### src/rtl/ifu_fetch.sv
// Instruction fetch stage: generates fetch PCs, drives the 1-cycle-latency
// instruction SRAM and presents instructions to decode through valid/ready.
module ifu_fetch #(
  parameter logic [31:0] RESET_PC = 32'h8000_0000
) (
  input  logic        clk_i,
  input  logic        rst_n_i,
  input  logic        redirect_valid_i,
  input  logic [31:0] redirect_pc_i,
  output logic        imem_ren_o,
  output logic [31:0] imem_addr_o,
  input  logic [31:0] imem_rdata_i,
  output logic        if_valid_o,
  output logic [31:0] if_pc_o,
  output logic [31:0] if_inst_o,
  input  logic        id_ready_i
);

  // state    | meaning
  // ST_IDLE  | held off after reset; no reads issued, redirects ignored
  // ST_RUN   | fetching
  typedef enum logic {
    ST_IDLE = 1'b0,
    ST_RUN  = 1'b1
  } state_t;

  state_t      r_state;
  state_t      w_state_nxt;

  logic [31:0] r_pc;
  logic        r_inflight;
  logic [31:0] r_inflight_pc;
  logic        r_out_valid;
  logic [31:0] r_out_pc;
  logic [31:0] r_out_inst;

  logic        w_run;
  logic        w_fire;
  logic        w_capture;
  logic        w_redirect;
  logic        w_issue;
  logic [31:0] w_redirect_addr;
  logic [31:0] w_issue_addr;

  always_ff @(posedge clk_i or negedge rst_n_i) begin
    if (!rst_n_i) begin
      r_state <= ST_IDLE;
    end else begin
      r_state <= w_state_nxt;
    end
  end

  always_comb begin
    w_state_nxt = r_state;
    w_run       = 1'b0;
    case (r_state)
      ST_IDLE: w_state_nxt = ST_RUN;
      ST_RUN: begin
        w_state_nxt = ST_RUN;
        w_run       = 1'b1;
      end
      default: w_state_nxt = ST_IDLE;
    endcase
  end

  // A new read must not be issued while the SRAM still holds an uncaptured
  // response, since it would overwrite the held data.
  assign w_redirect_addr = redirect_pc_i & 32'hFFFF_FFFC;
  assign w_fire          = r_out_valid && id_ready_i;
  assign w_capture       = r_inflight && (!r_out_valid || id_ready_i);
  assign w_redirect      = w_run && redirect_valid_i;
  assign w_issue         = w_redirect || (w_run && (!r_inflight || w_capture));
  assign w_issue_addr    = w_redirect ? w_redirect_addr : r_pc;

  assign imem_ren_o  = w_issue;
  assign imem_addr_o = w_issue_addr;

  always_ff @(posedge clk_i or negedge rst_n_i) begin
    if (!rst_n_i) begin
      r_pc          <= RESET_PC;
      r_inflight    <= 1'b0;
      r_inflight_pc <= 32'h0;
    end else if (w_issue) begin
      r_pc          <= w_issue_addr + 32'd4;
      r_inflight    <= 1'b1;
      r_inflight_pc <= w_issue_addr;
    end else if (w_capture) begin
      r_inflight    <= 1'b0;
    end
  end

  // A redirect drops both the output entry and any pending response.
  always_ff @(posedge clk_i or negedge rst_n_i) begin
    if (!rst_n_i) begin
      r_out_valid <= 1'b0;
      r_out_pc    <= 32'h0;
      r_out_inst  <= 32'h0;
    end else if (w_redirect) begin
      r_out_valid <= 1'b0;
    end else if (w_capture) begin
      r_out_valid <= 1'b1;
      r_out_pc    <= r_inflight_pc;
      r_out_inst  <= imem_rdata_i;
    end else if (w_fire) begin
      r_out_valid <= 1'b0;
    end
  end

  assign if_valid_o = r_out_valid;
  assign if_pc_o    = r_out_pc;
  assign if_inst_o  = r_out_inst;

endmodule

### config.mk
export PLATFORM = sky130hd
export DESIGN_NAME = ifu_fetch
export DESIGN_NICKNAME = d
export VERILOG_FILES = /design/src/rtl/ifu_fetch.sv
export SDC_FILE = /design/constraint.sdc
export NUM_CORES = 1
export LEC_CHECK = 0
export CAP_MARGIN = 10
export CELL_PAD_IN_SITES_DETAIL_PLACEMENT = 1
export CELL_PAD_IN_SITES_GLOBAL_PLACEMENT = 1
export CORE_MARGIN = 2
export CORE_UTILIZATION = 37
export CTS_CLUSTER_SIZE = 8
export DETAILED_ROUTE_END_ITERATION = 12
export HOLD_SLACK_MARGIN = 0.02
export PLACE_DENSITY = 0.86
export SYNTH_ARGS = -nofsm -noshare
export SYNTH_HDL_FRONTEND = slang
export SYNTH_SLANG_ARGS = --single-unit
### constraint.sdc
create_clock -name clk_i -period 3.8 [get_ports clk_i]
set_clock_uncertainty 0.2 [all_clocks]
set_input_delay 0.76 -clock clk_i [delete_from_list [all_inputs] [get_ports clk_i]]
set_output_delay 0.76 -clock clk_i [all_outputs]
set_load 0.02 [all_outputs]
# Word-level counts from Yosys, hierarchy flattened
# Index checks and enable logic that the tools add are counted.
# Widths: inputs -> output; s select.
# classes
addsub	1
muxes	7
bitwise_logic	1
reduce_logical	12
# op_table
op	n
$add 32x3->32 const B	1
$mux 32	1
$mux 1	6
$logic_and 1x1->1	4
$logic_or 1x1->1	3
$reduce_bool 3->1	1
$logic_not 1->1	2
$reduce_and 2->1	1
$reduce_bool 2->1	1
$not 1->1	1
# word_totals
regBits	131
in_bits	68
out_inout_bits	98

# Logic depth before layout (Yosys ltp)
# Gate-level depths: netlist of run 1.
# logic_depth
word_depth	7
ltp_mapped	14

# Worst setup path before layout of run 1
# Ideal clock, no wire load.
# synth_timing
path_type	input to register
start	input port redirect_valid_i
end	register r_pc[28]
arrival_time_ns	3.417
required_time_ns	3.474
slack_ns	0.057
path_stages	13
path_buffers	5
cell_sequence	buf_6 -> and2_4 -> buf_6 -> buf_2 -> buf_2 -> buf_2 -> nand2_1 -> nand2_1 -> ha_1 -> o211a_1 -> nand4_4 -> or4_1 -> a221o_1
# synth_via
elab_chain_len	3
# synth_rtl
element	line_no	source
start: declaration	8	input logic redirect_valid_i,
$logic_and 1x1->1	71	assign w_redirect = w_run && redirect_valid_i;
$mux 32	73	assign w_issue_addr = w_redirect ? w_redirect_addr : r_pc;
named net imem_addr_o[3]	11	output logic [31:0] imem_addr_o,
$add 32x3->32	84	r_pc <= w_issue_addr + 32'd4;
end signal: assignment	84	
end: declaration	30	logic [31:0] r_pc;
# The timed path passes the listed nets, and every way through them passes these cells.
# A chain may end at the register's enable or synchronous reset.

# Worst setup path after layout of run 1
# layout_timing
start	input port redirect_valid_i
end	output port imem_addr_o[13]
# layout_via
elab_chain_len	2
# layout_rtl
element	line_no
$logic_and 1x1->1	71
$mux 32	73
end: declaration	11
# No other way between the ends.

==> metrics.csv, run 1 <==
metric,value,unit
outcome,completed,
pwr dens,602,nW/um^2
H-tree depth,4,
vias in the first global route,5671,
layout cells sized above 1,20.0,%
Synth top area share,53.0,%
critical path class,primary input to primary output,
Yosys Warn Count,0,
IO Port Bufs,163,
fin util,55.0,%
initial core utilization,37.9,%
clock-pin slew of the registers on the worst-case setup and hold paths,0.06,ns
Comb power frac,30.0,%
ys flop type,dfrtp_1,
post-CTS resize count,0,
Synth Register Bits,129,
CP dominant cell by count,clkdlybuf4s50_1,
Die ar.,17400,um^2
Crit path required time,2.84,ns
cell internal pwr,0.00365,W
commonest cells in the synthesized netlist,"nand2_1 (153), dfrtp_1 (128), mux2_2 (68)",
Syn Inst Count,580,
largest net degree at the start of global routing,113,
GP Congestion,0.797,
Setup Total Neg Slack,0,ns
CTS tree,yes,
CP peak stage delay,0.55,ns
Final Cycle Share,96.8,%
Max Fanout on Critical Path,13,
Routed WL per cell,19.2,um
ANT cells,0,
DR vias,5156,
largest cells by area after synthesis,"dfrtp_1 (53%), mux2_2 (13%), nand2_1 (9.5%)",
Area after DPL,8110,um^2
# IOs,166,
Vias/cell,5.17,
first-pass GRT wire length,31300,um
die height,132,um
Final Instance Area,8770,um^2
Final Setup Violations,0,
unrepaired setup endpoints after global routing,no,
clk_lat worst skew,0.42,ns
Nets,837,
post-synth design cell area,6050,um^2
post-synthesis sequential area ratio,53.4,%
switching part of the total,30.9,%
Non-Filler Instances,997,
worst vdd ir,0.382,mV
Syn Area/Cell,10.4,um^2
Arrival @ worst endpoint,2.72,ns
setup bufs post-CTS,0,
worst-path cell chain,clkdlybuf4s50_1 -> and2_4 -> buf_4 -> mux2i_1 -> inv_1 -> clkdlybuf4s50_1,
Area growth syn-to-layout,45.0,%
Post-synth EDFFs,0,
# DRC,0,
initial drt markers,276,
post-synthesis async set-or-reset flop share,100,%
Synth area leader,dfrtp_1,
synth unique cells,48,
"Slew Viols, Final",0,
remaining antenna violation count,0,
# rows,46,
Root Buffer Master,clkbuf_16,
GRT Resource Usage Total,22.8,%
die width,132,um
CP startpoint kind,primary input,
Core Area,15900,um^2
most common cell in the netlist,nand2_1,
NetSw,0.00163,W
Peak Freq,0.272,GHz
Clk network pwr share,34.7,%
Placed Cells incl. Taps,965,
Flop pwr share,35.3,%
GRT overflow,0,
Hold Path Class,primary input to async pin,
slowest CP cell,clkdlybuf4s50_1,
number of max-cap violations,0,
CP endpoint kind,primary output,
HPWL Detailed,13700,um
Routed Wire Length,19100,um
DRT Pass-1 Iters,4,
worst rel slew slack,27.9,%
min Tclk post-route,3.68,ns
syn_nets,649,
LEAKAGE,3.88,nW
total chip power,0.00528,W
CTS Buf Count,17,
Final Hold Viols,0,
clock sink total,129,
"Hold-fix buffers, CTS",0,
Max clock buf depth,2,
antenna violations before repair,0,
actual slew at the worst max-slew pin,1.08,ns
==> power groups by stage <==
stage	sequential, W	clock [W]	combinational, W
floorplan	0.00205	0	0.000597
global placement	0.00185	0	0.00153
detailed placement	0.00189	0	0.00159
CTS	0.00186	0.00186	0.00160
global route	0.00191	0.00192	0.00169
finish	0.00186	0.00183	0.00158
==> through the flow <==
stage | hold WS, ns | setup slack (ns)
after floorplan | 0.242 | 0.0568
final | 0.238 | 0.121
after global routing | 0.310 | 0.0282
after CTS | 0.283 | 0.111
after detailed placement | 0.266 | 0.0914
after global placement | 0.256 | 0.163
==> layout make-up <==
class | count | area, um^2
multi-input cells | 413 | 2650
inverters | 8 | 30.0
clock buffers | 19 | 453
well taps | 216 | 270
clock inverters | 13 | 206
fillers | 1742 | 7170
flip-flops and latches | 129 | 3230
repair buffers | 199 | 1930
==> critical path, delay by kind of cell <==
| family | cells | cell delay (ns) |
|---|---|---|
| simple gates | 1 | 0.29 |
| mux | 1 | 0.29 |
| buf+inv | 4 | 1.39 |
==> cell usage in the layout, fill, tap and decap left out, types with 4 or more instances in the layout <==
master,synthesis,routed
clkdlybuf4s50_1,0,162
nand2_1,153,153
dfrtp_1,128,128
mux2_2,68,68
buf_4,0,34
nor2_1,24,24
o21ai_0,25,24
nand4_1,21,21
clkbuf_16,0,17
xnor2_1,12,12
nand3_1,10,9
mux2i_1,8,8
inv_1,8,8
and2_1,8,8
a21oi_1,8,8
nor3_1,7,7
o21ai_1,7,7
and3_1,7,7
a21o_1,6,6
o21ai_2,5,5
nor4_1,5,5
bufinv_16,0,5
xor2_1,4,4
==> per-layer routing <==
layer / global-route usage [%] / vias to the layer above / part of all wire (%)
met5: 0 / - / 0
met1: 28.6 / 2622 / 43
li1: - / 2361 / -
met2: 39.5 / 150 / 51
met3: 5.00 / 23 / 4.4
met4: 6.64 / 0 / 1.5
==> final timing paths <==
path,start,to,slack [ns],cells after the start
setup reg to reg,r_state,r_pc[28],0.86,7
min in group clk_i,r_inflight_pc[31],r_inflight_pc[31],0.28,1
hold / removal,rst_n_i,if_pc_o[0],0.24,1
setup / recovery,redirect_valid_i,imem_addr_o[13],0.12,6
max in group asynchronous,rst_n_i,if_inst_o[3],2.19,2
hold reg to reg,r_inflight_pc[31],r_inflight_pc[31],0.28,1
==> flip-flops by register name, indices dropped and copies added (netlist names) <==
name           cells
r_inflight_pc     30
r_inflight         1
r_state            1
if_valid_o         1
if_inst_o         32
r_pc              32
if_pc_o           32
==> cell families after synthesis <==
family	Yosys count	share of synthesized area, %
multiplexers	79	14.7
XOR/XNOR	16	2.32
AND/OR/NAND/NOR	252	19.5
adder cells (fa/ha/maj)	1	0.207
flip-flops	129	53.4
AO/OA/AOI/OAI	64	6.64
other	1	0.0620
buffers and inverters	38	3.17
(Power assumes the default switching activity.)
==> run 2, diff against run 1 <==
SLEW_MARGIN = 20   (was not set)
==> metrics.csv, run 2 (same netlist as run 1, synthesis figures left out) <==
metric,value,unit
outcome,completed,
"commonest non-fill, non-tap cell in the layout",clkdlybuf4s50_1,
IO Port Bufs,163,
setup bufs post-CTS,0,
unrepaired setup endpoints after global routing,no,
ANT cells,0,
CP startpoint kind,primary input,
layout cells sized above 1,20.0,%
Core Area,15900,um^2
Vias/cell,5.18,
CTS tree,yes,
most frequent cells in the layout,"clkdlybuf4s50_1 (162), nand2_1 (153), dfrtp_1 (128), mux2_2 (68), buf_4 (34)",
Area after DPL,8110,um^2
post-CTS resize count,0,
"Slew Viols, Final",0,
DRT Pass-1 Iters,4,
GRT overflow,0,
Peak Freq,0.271,GHz
remaining antenna violation count,0,
die width,132,um
largest net degree at the start of global routing,113,
Final Cycle Share,97.2,%
critical path class,primary input to primary output,
clock-pin slew of the registers on the worst-case setup and hold paths,0.06,ns
actual slew at the worst max-slew pin,0.944,ns
clk_lat worst skew,0.42,ns
clock sink total,129,
Final Instance Area,8770,um^2
Routed WL per cell,19.1,um
Hold Path Class,primary input to async pin,
GRT Resource Usage Total,22.8,%
# IOs,166,
number of max-cap violations,0,
antenna violations before repair,0,
worst vdd ir,0.381,mV
Die ar.,17400,um^2
worst rel slew slack,37.0,%
reg2reg path depth,7,
# DRC,0,
initial drt markers,264,
pwr dens,602,nW/um^2
die height,132,um
CTS Buf Count,17,
Nets,837,
Crit path required time,2.84,ns
Root Buffer Master,clkbuf_16,
DR vias,5169,
Final Setup Violations,0,
# rows,46,
Max Fanout on Critical Path,13,
Max clock buf depth,2,
CP endpoint kind,primary output,
HPWL Detailed,13700,um
"Hold-fix buffers, CTS",0,
Arrival @ worst endpoint,2.73,ns
Routed Wire Length,19100,um
H-tree depth,4,
initial core utilization,37.9,%
Setup Total Neg Slack,0,ns
first-pass GRT wire length,31300,um
GP Congestion,0.797,
LEAKAGE,3.88,nW
Final Hold Viols,0,
min Tclk post-route,3.69,ns
Area growth syn-to-layout,45.0,%
vias in the first global route,5671,
-- run 2: changes by cell type in the layout (fill, tap and decap cells not counted) --
cell	previous run	this run
clkbuf_8	2	3
buf_6	1	0
-- run 2: worst max-delay path, cell delays in order --
cell	delay (ns)
clkdlybuf4s50_1	0.53
and2_4	0.29
buf_4	0.19
mux2i_1	0.28
inv_1	0.12
clkdlybuf4s50_1	0.55
-- run 2: path summary, 6_finish.rpt --
kind,startpoint,end,slack (ns)
worst min-delay path,rst_n_i,if_pc_o[0],0.24
worst max-delay path,redirect_valid_i,imem_addr_o[13],0.11
worst max register to register,r_state,r_pc[28],0.86
worst min register to register,r_inflight_pc[31],r_inflight_pc[31],0.28
max in group asynchronous,rst_n_i,if_inst_o[3],2.28
min in group clk_i,r_inflight_pc[31],r_inflight_pc[31],0.28
-- run 2: cell type report --
cell class              count  area [um^2]
fillers                  1741         7170
flip-flops and latches    129         3230
multi-input cells         413         2650
repair buffers            199         1930
clock buffers              19          453
well taps                 216          270
clock inverters            13          206
inverters                   8         30.0
-- run 2: layer usage --
metal	wire (um)	vias up	part of all wire, %	GRT usage, %
met5	0	-	0	0
met4	263	0	1.4	6.64
met3	864	19	4.5	5.00
met2	9770	155	51	39.5
met1	8180	2632	43	28.6
li1	-	2363	-	-
-- run 2: report_power, final --
part           total (W)  internal [W]  switching (W)  leakage (nW)
clock            0.00183       0.00120       0.000632         0.319
combinational    0.00158      0.000776       0.000807          1.97
sequential       0.00186       0.00168       0.000189          1.59
total            0.00528       0.00365        0.00163          3.88
-- run 2: stage by stage --
step	util [%]	setup WS, ns	hold WS [ns]	std cells	total power (W)
3_3_place_gp	50.9	0.163	0.256	965	0.00339
4_1_cts	55.0	0.111	0.283	997	0.00533
2_1_floorplan	-	0.0568	0.242	580	0.00265
5_1_grt	55.0	0.0282	0.310	997	0.00552
3_5_place_dp	50.9	0.0914	0.266	965	0.00348
6_report	55.0	0.107	0.236	997	0.00528
==> run 3, diff against run 2 <==
GPL_TIMING_DRIVEN = 0   (was not set)
==> metrics.csv, run 3 (same netlist as run 1, synthesis figures left out) <==
metric,value,unit
antenna violations before repair,0,
outcome,completed,
layout cells sized above 1,18.1,%
number of max-cap violations,0,
critical path class,register to primary output,
Core Area,15900,um^2
Max Fanout on Critical Path,10,
r2r endpoint,r_pc[28],
Routed WL per cell,21.2,um
ANT cells,0,
crit path launch,r_state,
Post-Place Worst Slack,-0.829,ns
Fillers,1762,
Nets,830,
# DRC,0,
unrepaired setup endpoints after global routing,no,
Vias/cell,5.25,
GRT overflow,0,
# rows,46,
CP endpoint kind,primary output,
vias in the first global route,5960,
IO Port Bufs,162,
final worst slack,0.0597,ns
initial core utilization,37.9,%
"Slew Viols, Final",0,
Final Hold Viols,0,
clock sink total,129,
min Tclk post-route,3.74,ns
total chip power,0.00523,W
CTS tree,yes,
LEAKAGE,3.82,nW
clock-pin slew of the registers on the worst-case setup and hold paths,0.06,ns
Non-Filler Instances,990,
die height,132,um
Area growth syn-to-layout,43.1,%
worst vdd ir,0.310,mV
DR vias,5201,
Root Buffer Master,clkbuf_16,
actual slew at the worst max-slew pin,0.767,ns
R2R setup slack,0.11,ns
Peak Freq,0.267,GHz
largest net degree at the start of global routing,89,
"Hold-fix buffers, CTS",0,
remaining antenna violation count,0,
HPWL Detailed,15400,um
initial drt markers,262,
Hold Path Class,primary input to async pin,
Die ar.,17400,um^2
CTS Buf Count,17,
reg2reg path depth,12,
die width,132,um
H-tree depth,4,
CP startpoint kind,register,
most frequent cells in the layout,"clkdlybuf4s50_1 (156), nand2_1 (152), dfrtp_1 (128), mux2_2 (68)",
GP Congestion,0.882,
GRT Resource Usage Total,24.8,%
"commonest non-fill, non-tap cell in the layout",clkdlybuf4s50_1,
FF-to-FF Start,r_state,
Final Setup Violations,0,
Final Cycle Share,98.4,%
first-pass GRT wire length,33500,um
pwr dens,604,nW/um^2
clk_lat worst skew,0.42,ns
worst rel slew slack,48.9,%
Placed Cells incl. Taps,959,
Crit path required time,2.84,ns
DRT Pass-1 Iters,4,
Max clock buf depth,2,
Arrival @ worst endpoint,2.78,ns
# IOs,166,
Routed Wire Length,21000,um
-- run 3: changes by cell type in the layout (fill, tap and decap cells not counted), moves of 2 or more --
cell,previous run,this run
clkdlybuf4s50_1,162,156
buf_6,0,2
clkbuf_1,0,9
clkbuf_8,3,1
buf_2,0,9
buf_4,34,4
clkinv_2,3,1
clkbuf_4,0,3
buf_1,0,3
dlygate4sd2_1,0,4
-- run 3: how the worst max path moves through the flow --
stage               slack (ns)                end
finish                    0.06    imem_addr_o[16]
global route             0.008    imem_addr_o[16]
CTS                       0.05    imem_addr_o[11]
detailed placement       -0.83           r_pc[20]
global placement         -3.25  r_inflight_pc[23]
floorplan                 0.06           r_pc[28]
-- run 3: per-layer routing --
metal / vias up / routed length [um] / part of all wire [%] / GRT usage (%)
li1: 2347 / - / - / -
met1: 2663 / 8880 / 42 / 30.4
met2: 169 / 10700 / 51 / 44.0
met3: 22 / 1050 / 5.0 / 5.46
met4: 0 / 318 / 1.5 / 6.76
met5: - / 0 / 0 / 0
-- run 3: cell type report --
| cell class | count | area [um^2] | share of cell area [%] |
|---|---|---|---|
| Sequential cell | 129 | 3230 | 37.3 |
| Multi-Input combinational cell | 413 | 2650 | 30.6 |
| Tap cell | 216 | 270 | 3.12 |
| Buffer | 28 | 170 | 1.97 |
| Clock buffer | 20 | 447 | 5.16 |
| Timing Repair Buffer | 164 | 1660 | 19.2 |
| Inverter | 8 | 30.0 | 0.347 |
| Clock inverter | 12 | 205 | 2.37 |
-- run 3: critical path, cell delays in order (launching register included) --
cell and delay, ns:
dfrtp_1 0.39, buf_2 0.22, clkbuf_4 0.24, nand2_4 0.16
buf_4 0.24, clkbuf_4 0.27, nand2_1 0.07, nand2_1 0.13
clkdlybuf4s50_1 0.63
-- run 3: stage by stage --
| step | cell area (um^2) | hold WS (ns) | utilization, % | setup TNS, ns |
|---|---|---|---|---|
| finish | 8660 | 0.0214 | 54.3 | 0 |
| global route | 8660 | 0.0270 | 54.3 | 0 |
| CTS | 8630 | 0.0290 | 54.2 | 0 |
| detailed placement | 7970 | 0.264 | 50.0 | -10.28 |
| global placement | 7940 | 0.255 | 49.8 | -426.15 |
| floorplan | 6050 | 0.242 | - | 0 |
-- run 3: where the power goes --
group	internal, W	switching [W]
combinational	0.000730	0.000826
sequential	0.00168	0.000191
clock	0.00119	0.000623
-- run 3: repair_timing --
item                       CTS  global route
resized for setup           14             5
buffers inserted             0             1
pin swaps                    0             1
setup endpoints to repair   29             6
